**config.mk**
```make
export PLATFORM = sky130hd
export DESIGN_NAME = fetch_seq_flat
export DESIGN_NICKNAME = d
export VERILOG_FILES = /design/src/rtl/fetch_seq_pkg.sv /design/src/rtl/fetch_seq_if.sv /design/src/rtl/fetch_seq_dec.sv /design/src/rtl/fetch_seq.sv /design/src/flat_wrapper.sv
export SDC_FILE = /design/constraint.sdc
export NUM_CORES = 1
export LEC_CHECK = 0
export CELL_PAD_IN_SITES_DETAIL_PLACEMENT = 0
export CELL_PAD_IN_SITES_GLOBAL_PLACEMENT = 2
export CORE_MARGIN = 2
export CORE_UTILIZATION = 18
export CTS_BUF_LIST = sky130_fd_sc_hd__clkbuf_8
export CTS_CLUSTER_SIZE = 28
export DETAILED_ROUTE_END_ITERATION = 8
export PLACE_DENSITY_LB_ADDON = 0.1
export SLEW_MARGIN = 5
export SYNTH_ARGS = -nofsm -noshare
export SYNTH_HDL_FRONTEND = slang
export SYNTH_SLANG_ARGS = --single-unit
```
**constraint.sdc**
```tcl
create_clock -name Clk -period 1.4 [get_ports Clk]
set_input_delay 0.28 -clock Clk [delete_from_list [all_inputs] [get_ports Clk]]
set_output_delay 0.28 -clock Clk [all_outputs]
set_load 0.05 [all_outputs]
```
**src/rtl/fetch_seq_pkg.sv**
```systemverilog
// Shared types and constants for the instruction fetch sequencer.
// Defining FETCH_HALT_EN adds the HALT state and the 4'hF halt opcode.
package fetch_seq_pkg;

   localparam int AW_DEF = 4;
   localparam int DW_DEF = 8;

   localparam logic [3:0] OP_JMP  = 4'hA;
   localparam logic [3:0] OP_LOOP = 4'hB;
   localparam logic [3:0] OP_HALT = 4'hF;

   typedef enum logic [2:0] {
      st_idle    = 3'd0,
      st_fetch   = 3'd1,
      st_capture = 3'd2,
      st_exec    = 3'd3,
      st_update  = 3'd4
`ifdef FETCH_HALT_EN
      ,
      st_halt    = 3'd5
`endif
   } state_t;

endpackage

```
**src/rtl/fetch_seq_if.sv**
```systemverilog
// Bus bundle between the fetch sequencer, the instruction ROM, the
// program counter and the execute stage.
interface fetch_seq_if #(
   parameter int AW = 4,
   parameter int DW = 8
);
   logic          start;
   logic [AW-1:0] pc;
   logic [DW-1:0] mem_data;
   logic          ex_done;
   logic [AW-1:0] mem_addr;
   logic          mem_rd;
   logic [DW-1:0] ir;
   logic          ir_valid;
   logic          pc_inc;
   logic          pc_wen;
   logic          pc_rst;
   logic [AW-1:0] bus_out;

   modport master (
      input  start, pc, mem_data, ex_done,
      output mem_addr, mem_rd, ir, ir_valid, pc_inc, pc_wen, pc_rst, bus_out
   );

   modport slave (
      output start, pc, mem_data, ex_done,
      input  mem_addr, mem_rd, ir, ir_valid, pc_inc, pc_wen, pc_rst, bus_out
   );
endinterface

```
**src/rtl/fetch_seq_dec.sv**
```systemverilog
// Combinational opcode decoder: instruction word to counter control request.
// With FETCH_HALT_EN undefined, 4'hF decodes as an ordinary increment.
module fetch_dec
   import fetch_seq_pkg::*;
#(
   parameter int AW = AW_DEF,
   parameter int DW = DW_DEF
) (
   input  logic [DW-1:0] ir,
   output logic          inc,
   output logic          wen,
   output logic          rst,
   output logic          halt,
   output logic [AW-1:0] target
);
   logic [3:0] op;

   assign op     = ir[DW-1:DW-4];
   assign target = ir[AW-1:0];

   always_comb begin
      inc  = 1'b0;
      wen  = 1'b0;
      rst  = 1'b0;
      halt = 1'b0;
      case (op)
         OP_JMP:  wen = 1'b1;
         OP_LOOP: rst = 1'b1;
`ifdef FETCH_HALT_EN
         OP_HALT: halt = 1'b1;
`endif
         default: inc = 1'b1;
      endcase
   end
endmodule

```
**src/rtl/fetch_seq.sv**
```systemverilog
// Instruction fetch sequencer: FETCH/CAPTURE/EXEC/UPDATE loop driving one
// counter pulse per instruction. FETCH_HALT_EN enables the HALT opcode/state.
module fetch_seq
   import fetch_seq_pkg::*;
#(
   parameter int AW = AW_DEF,
   parameter int DW = DW_DEF
) (
   input  logic       Clk,
   input  logic       RSTn,
   fetch_seq_if.master bus
);
   state_t        state, state_nxt;
   logic [DW-1:0] ir_q;
   logic          dec_inc, dec_wen, dec_rst, dec_halt;
   logic [AW-1:0] dec_target;
   logic          upd;

   fetch_dec #(.AW(AW), .DW(DW)) u_dec (
      .ir     (ir_q),
      .inc    (dec_inc),
      .wen    (dec_wen),
      .rst    (dec_rst),
      .halt   (dec_halt),
      .target (dec_target)
   );

   always_ff @(posedge Clk or negedge RSTn) begin
      if (!RSTn) begin
         state <= st_idle;
         ir_q  <= '0;
      end else begin
         state <= state_nxt;
         if (state == st_capture) ir_q <= bus.mem_data;
      end
   end

   always_comb begin
      state_nxt = state;
      case (state)
         st_idle:    if (bus.start) state_nxt = st_fetch;
         st_fetch:   state_nxt = st_capture;
         st_capture: state_nxt = st_exec;
         st_exec:    if (bus.ex_done) state_nxt = st_update;
         st_update: begin
`ifdef FETCH_HALT_EN
            state_nxt = dec_halt ? st_halt : st_fetch;
`else
            state_nxt = st_fetch;
`endif
         end
`ifdef FETCH_HALT_EN
         st_halt:    if (bus.start) state_nxt = st_fetch;
`endif
         default:    state_nxt = st_idle;
      endcase
   end

   // Moore outputs: everything below decodes from the state register and ir.
   assign upd = (state == st_update) && !dec_halt;

   always_comb begin
      bus.mem_rd   = (state == st_fetch);
      bus.mem_addr = (state == st_fetch) ? bus.pc : '0;
      bus.ir_valid = (state == st_exec);
      bus.pc_inc   = upd && dec_inc;
      bus.pc_wen   = upd && dec_wen;
      bus.pc_rst   = upd && dec_rst;
      bus.bus_out  = (upd && dec_wen) ? dec_target : '0;
   end

   assign bus.ir = ir_q;
endmodule
```
**src/flat_wrapper.sv**
```systemverilog
// flat-port wrapper written by rule: the top's interface ports become plain ports
module fetch_seq_flat import fetch_seq_pkg::*;
#(
   parameter int AW = AW_DEF,
   parameter int DW = DW_DEF
)
  (Clk, RSTn, bus_start, bus_pc, bus_mem_data, bus_ex_done, bus_mem_addr, bus_mem_rd, bus_ir, bus_ir_valid, bus_pc_inc, bus_pc_wen, bus_pc_rst, bus_bus_out);
  fetch_seq_if #(.AW(AW), .DW(DW)) bus_i ();
  input  logic Clk;
  input  logic RSTn;
  input wire logic [$bits(bus_i.start)-1:0] bus_start;
  input wire logic [$bits(bus_i.pc)-1:0] bus_pc;
  input wire logic [$bits(bus_i.mem_data)-1:0] bus_mem_data;
  input wire logic [$bits(bus_i.ex_done)-1:0] bus_ex_done;
  output wire logic [$bits(bus_i.mem_addr)-1:0] bus_mem_addr;
  output wire logic [$bits(bus_i.mem_rd)-1:0] bus_mem_rd;
  output wire logic [$bits(bus_i.ir)-1:0] bus_ir;
  output wire logic [$bits(bus_i.ir_valid)-1:0] bus_ir_valid;
  output wire logic [$bits(bus_i.pc_inc)-1:0] bus_pc_inc;
  output wire logic [$bits(bus_i.pc_wen)-1:0] bus_pc_wen;
  output wire logic [$bits(bus_i.pc_rst)-1:0] bus_pc_rst;
  output wire logic [$bits(bus_i.bus_out)-1:0] bus_bus_out;
  assign bus_i.start = bus_start;
  assign bus_i.pc = bus_pc;
  assign bus_i.mem_data = bus_mem_data;
  assign bus_i.ex_done = bus_ex_done;
  assign bus_mem_addr = bus_i.mem_addr;
  assign bus_mem_rd = bus_i.mem_rd;
  assign bus_ir = bus_i.ir;
  assign bus_ir_valid = bus_i.ir_valid;
  assign bus_pc_inc = bus_i.pc_inc;
  assign bus_pc_wen = bus_i.pc_wen;
  assign bus_pc_rst = bus_i.pc_rst;
  assign bus_bus_out = bus_i.bus_out;
  fetch_seq #(.AW(AW), .DW(DW)) u_core (.Clk(Clk), .RSTn(RSTn), .bus(bus_i));
endmodule
```
==> results of run 1 <==
==> metal layers <==
layer | up-vias | global-route usage, % | wire length [um]
li1 | 278 | - | -
met1 | 286 | 12.9 | 659
met2 | 16 | 15.2 | 809
met3 | 2 | 3.20 | 56
met4 | 0 | 4.76 | 27
met5 | - | 0 | 0
==> per-stage QoR <==
step	TNS [ns]	setup WS [ns]	std cells	utilization, %	instance area (um2)
global route	-5.46	-0.562	146	50.3	1520
floorplan	-4.88	-0.670	51	-	693
finish	-4.43	-0.491	146	50.3	1520
detailed placement	-1.54	-0.265	141	47.2	1430
CTS	-4.71	-0.491	146	49.3	1490
global placement	-1.45	-0.250	141	47.2	1430
==> final cells by class <==
type	instances	area (um2)
Clock buffer	3	41.3
Clock inverter	1	3.75
Fill cell	269	1510
Inverter	6	22.5
Multi-Input combinational cell	31	375
Sequential cell	11	279
Tap cell	44	55.1
Timing Repair Buffer	50	746
==> logic make-up after synthesis <==
family	Yosys count	share of synthesized area, %
multiplexers	8	15.8
AO/OA/AOI/OAI	5	6.13
flip-flops	11	48.1
buffers and inverters	9	8.10
AND/OR/NAND/NOR	18	21.9
==> worst min-delay path by stage <==
stage / end / slack [ns] / cells past startpoint
after detailed placement: u_core.bus.ir[2] / 0.57 / 1
after CTS: u_core.bus.ir[1] / 0.33 / 2
after global routing: u_core.bus.ir[1] / 0.35 / 2
after global placement: u_core.bus.ir[2] / 0.56 / 1
after floorplan: u_core.bus.ir[0] / -0.02 / 0
final: u_core.bus.ir[1] / 0.33 / 2
==> repair_timing <==
action,CTS,global route
setup endpoints to repair,13,21
pin swaps,7,4
setup buffers,1,2
gates resized for setup,4,5
==> power by group <==
part	switching [W]	leakage, nW	internal [W]	total, W
clock	0.000122	0.0269	0.000193	0.000315
combinational	0.00131	0.494	0.00140	0.00271
sequential	0.000130	0.127	0.000488	0.000618
total	0.00156	0.648	0.00208	0.00364
==> placed cells by master, fill, tap and decap left out <==
cell             Yosys  layout
a21oi_1              1       1
a22o_1               1       1
a31oi_1              1       1
and2_4               0       4
buf_12               0      26
buf_4                1       7
buf_6                1       2
clkbuf_8             0       3
clkdlybuf4s50_1      0      15
dfrtp_1             11       8
dfrtp_2              0       3
inv_1                6       6
inv_2                0       1
mux2_1               2       2
mux2_2               6       6
nand2_1              1       1
nand3b_1             1       1
nor2b_4              0       1
nor3_1               3       1
nor3_4               0       2
nor3b_4              1       3
nor4_4               0       4
o21bai_1             2       2
or3b_4               0       1
==> sequential cells by signal (all words and copies together), names as in the netlist <==
register,count
u_core.state,3
u_core.bus.ir,8
==> reports/qor.yml, run 1 <==
die:
  die_width_um: 60.4
  initial_core_util_pct: 18.9
  die_area_um2: 3640
  die_h_um: 60.4
  io_pins: 37
  rows: 20
  core_um2: 3030
critical_path:
  cp-end-kind: "output pin"
  cp_slowest_cell: "or3b_4"
  path_cells: "or3b_4, buf_12, buf_12, nor3_4, buf_12"
  arrival_ns: 1.61
  crit_start: "u_core.state[1]"
  cp_num_cells: 5
  criticalPathCategory: "flop to output pin"
  cp_data_required_time_ns: 1.12
  worstRegToRegCells: 4
  r2r-end: "u_core.bus.ir[6]"
  crit_family: "simple AND/OR/NAND/NOR gates"
  cp-start-kind: "flop"
  r2r_setup_slack_ns: 0.04
  r2r-start: "u_core.state[2]"
  crit_fanout: 5
  crit_buf_inv: 3
  critPathMaxStageDelay_ns: 0.41
  crit_path_frequent_cell: "buf_12"
  endpoint: "bus_pc_wen"
placement:
  hpwlAfterDp_mm: 1.30
  io_buffers: 36
  gp_congestion: 0.650
run_status:
  status: "finished with violations"
  violations: "negative setup slack"
yosys:
  ys_async_sr_fraction_pct: 100
  syn-instance-count: 51
  synth.avg_cell_area_um2: 11.2
  synth_top_area_cell: "dfrtp_1"
  synth_top_area_share_pct: 48.1
  synth.most_common_cell: "dfrtp_1"
  yosys_warnings: 0
  seq_area_frac_synth_pct: 48.1
  ys_types: 20
  synth_edf_count: 0
  ys.flop_type: "dfrtp_1"
  synth.net_count: 67
  syn_area_um2: 572
  ys_ff_latch: 11
  synth_commonest_cells: "dfrtp_1 (11), inv_1 (6), mux2_2 (6)"
  synth_area_leaders: "dfrtp_1 (48%), mux2_2 (12%), and2_1 (4.4%)"
worst_hold_path:
  hold_class: "primary input to asynchronous set/reset pin"
timing:
  skew_ns: 0.00365
  rsz0062_at_grt: "true"
  finalSetupViolations: 13
  min_period_ns: 1.89
  hold_violations: 0
  timing.hold.ws_ns: 0.334
  post-route-period-util_pct: 135
  drv_slew: 0
  setup_slack_ns: -0.491
  relSlewSlack_pct: 82.4
  fmax_ghz: 0.529
  tightest_slew_ns: 0.262
drt:
  vias: 582
  drtIter0Drc: 14
  drtAntennaViolNets: 0
  drc: 0
  wl_mm: 1.55
  wl_per_cell_um: 10.6
  drt-vias-per-instance: 3.99
  dr.pass1.iters: 2
grt:
  grt_overflow_total: 0
  grt_max_degree: 12
  grtUsageTotal_pct: 10.0
  antenna_found_initial: 0
  grt_pass1_vias: 561
  grt_pass1_wl_mm: 2.66
clock_tree:
  cts_buffers: 3
  clkLatencyLatePin_ns: 0.24
  cts_root_buffer: "clkbuf_8"
  cts-htree-levels: 1
  cts_hold_buf: 0
  clock-sinks: 11
  path_clk_slew_ns: 0.05
  cts_tree: "built"
  clock_path_buffers: 2
finish:
  drive_above_1_share_pct: 61.8
  area_growth_pct: 166
  finalNetCount: 119
  n_antenna_cell: 0
power_and_ir_drop:
  power_density_nw_per_um2: 2390
  ir_worst_vdd_uv: 1250
  power.leakage_nw: 0.648
  total_power_w: 0.00364
flow_run:
  cap_violations: 0
No activity file was read; power rests on OpenSTA's default activity.
==> run 2, diff against run 1 <==
--- a/config.mk
+++ b/config.mk
@@ -13,6 +13,7 @@
 export CTS_CLUSTER_SIZE = 28
 export DETAILED_ROUTE_END_ITERATION = 8
 export PLACE_DENSITY_LB_ADDON = 0.1
+export SKIP_LAST_GASP = 1
 export SLEW_MARGIN = 5
 export SYNTH_ARGS = -nofsm -noshare
 export SYNTH_HDL_FRONTEND = slang
==> results of run 2 <==
Final layout, timing and power as in run 1 (identical DEF).
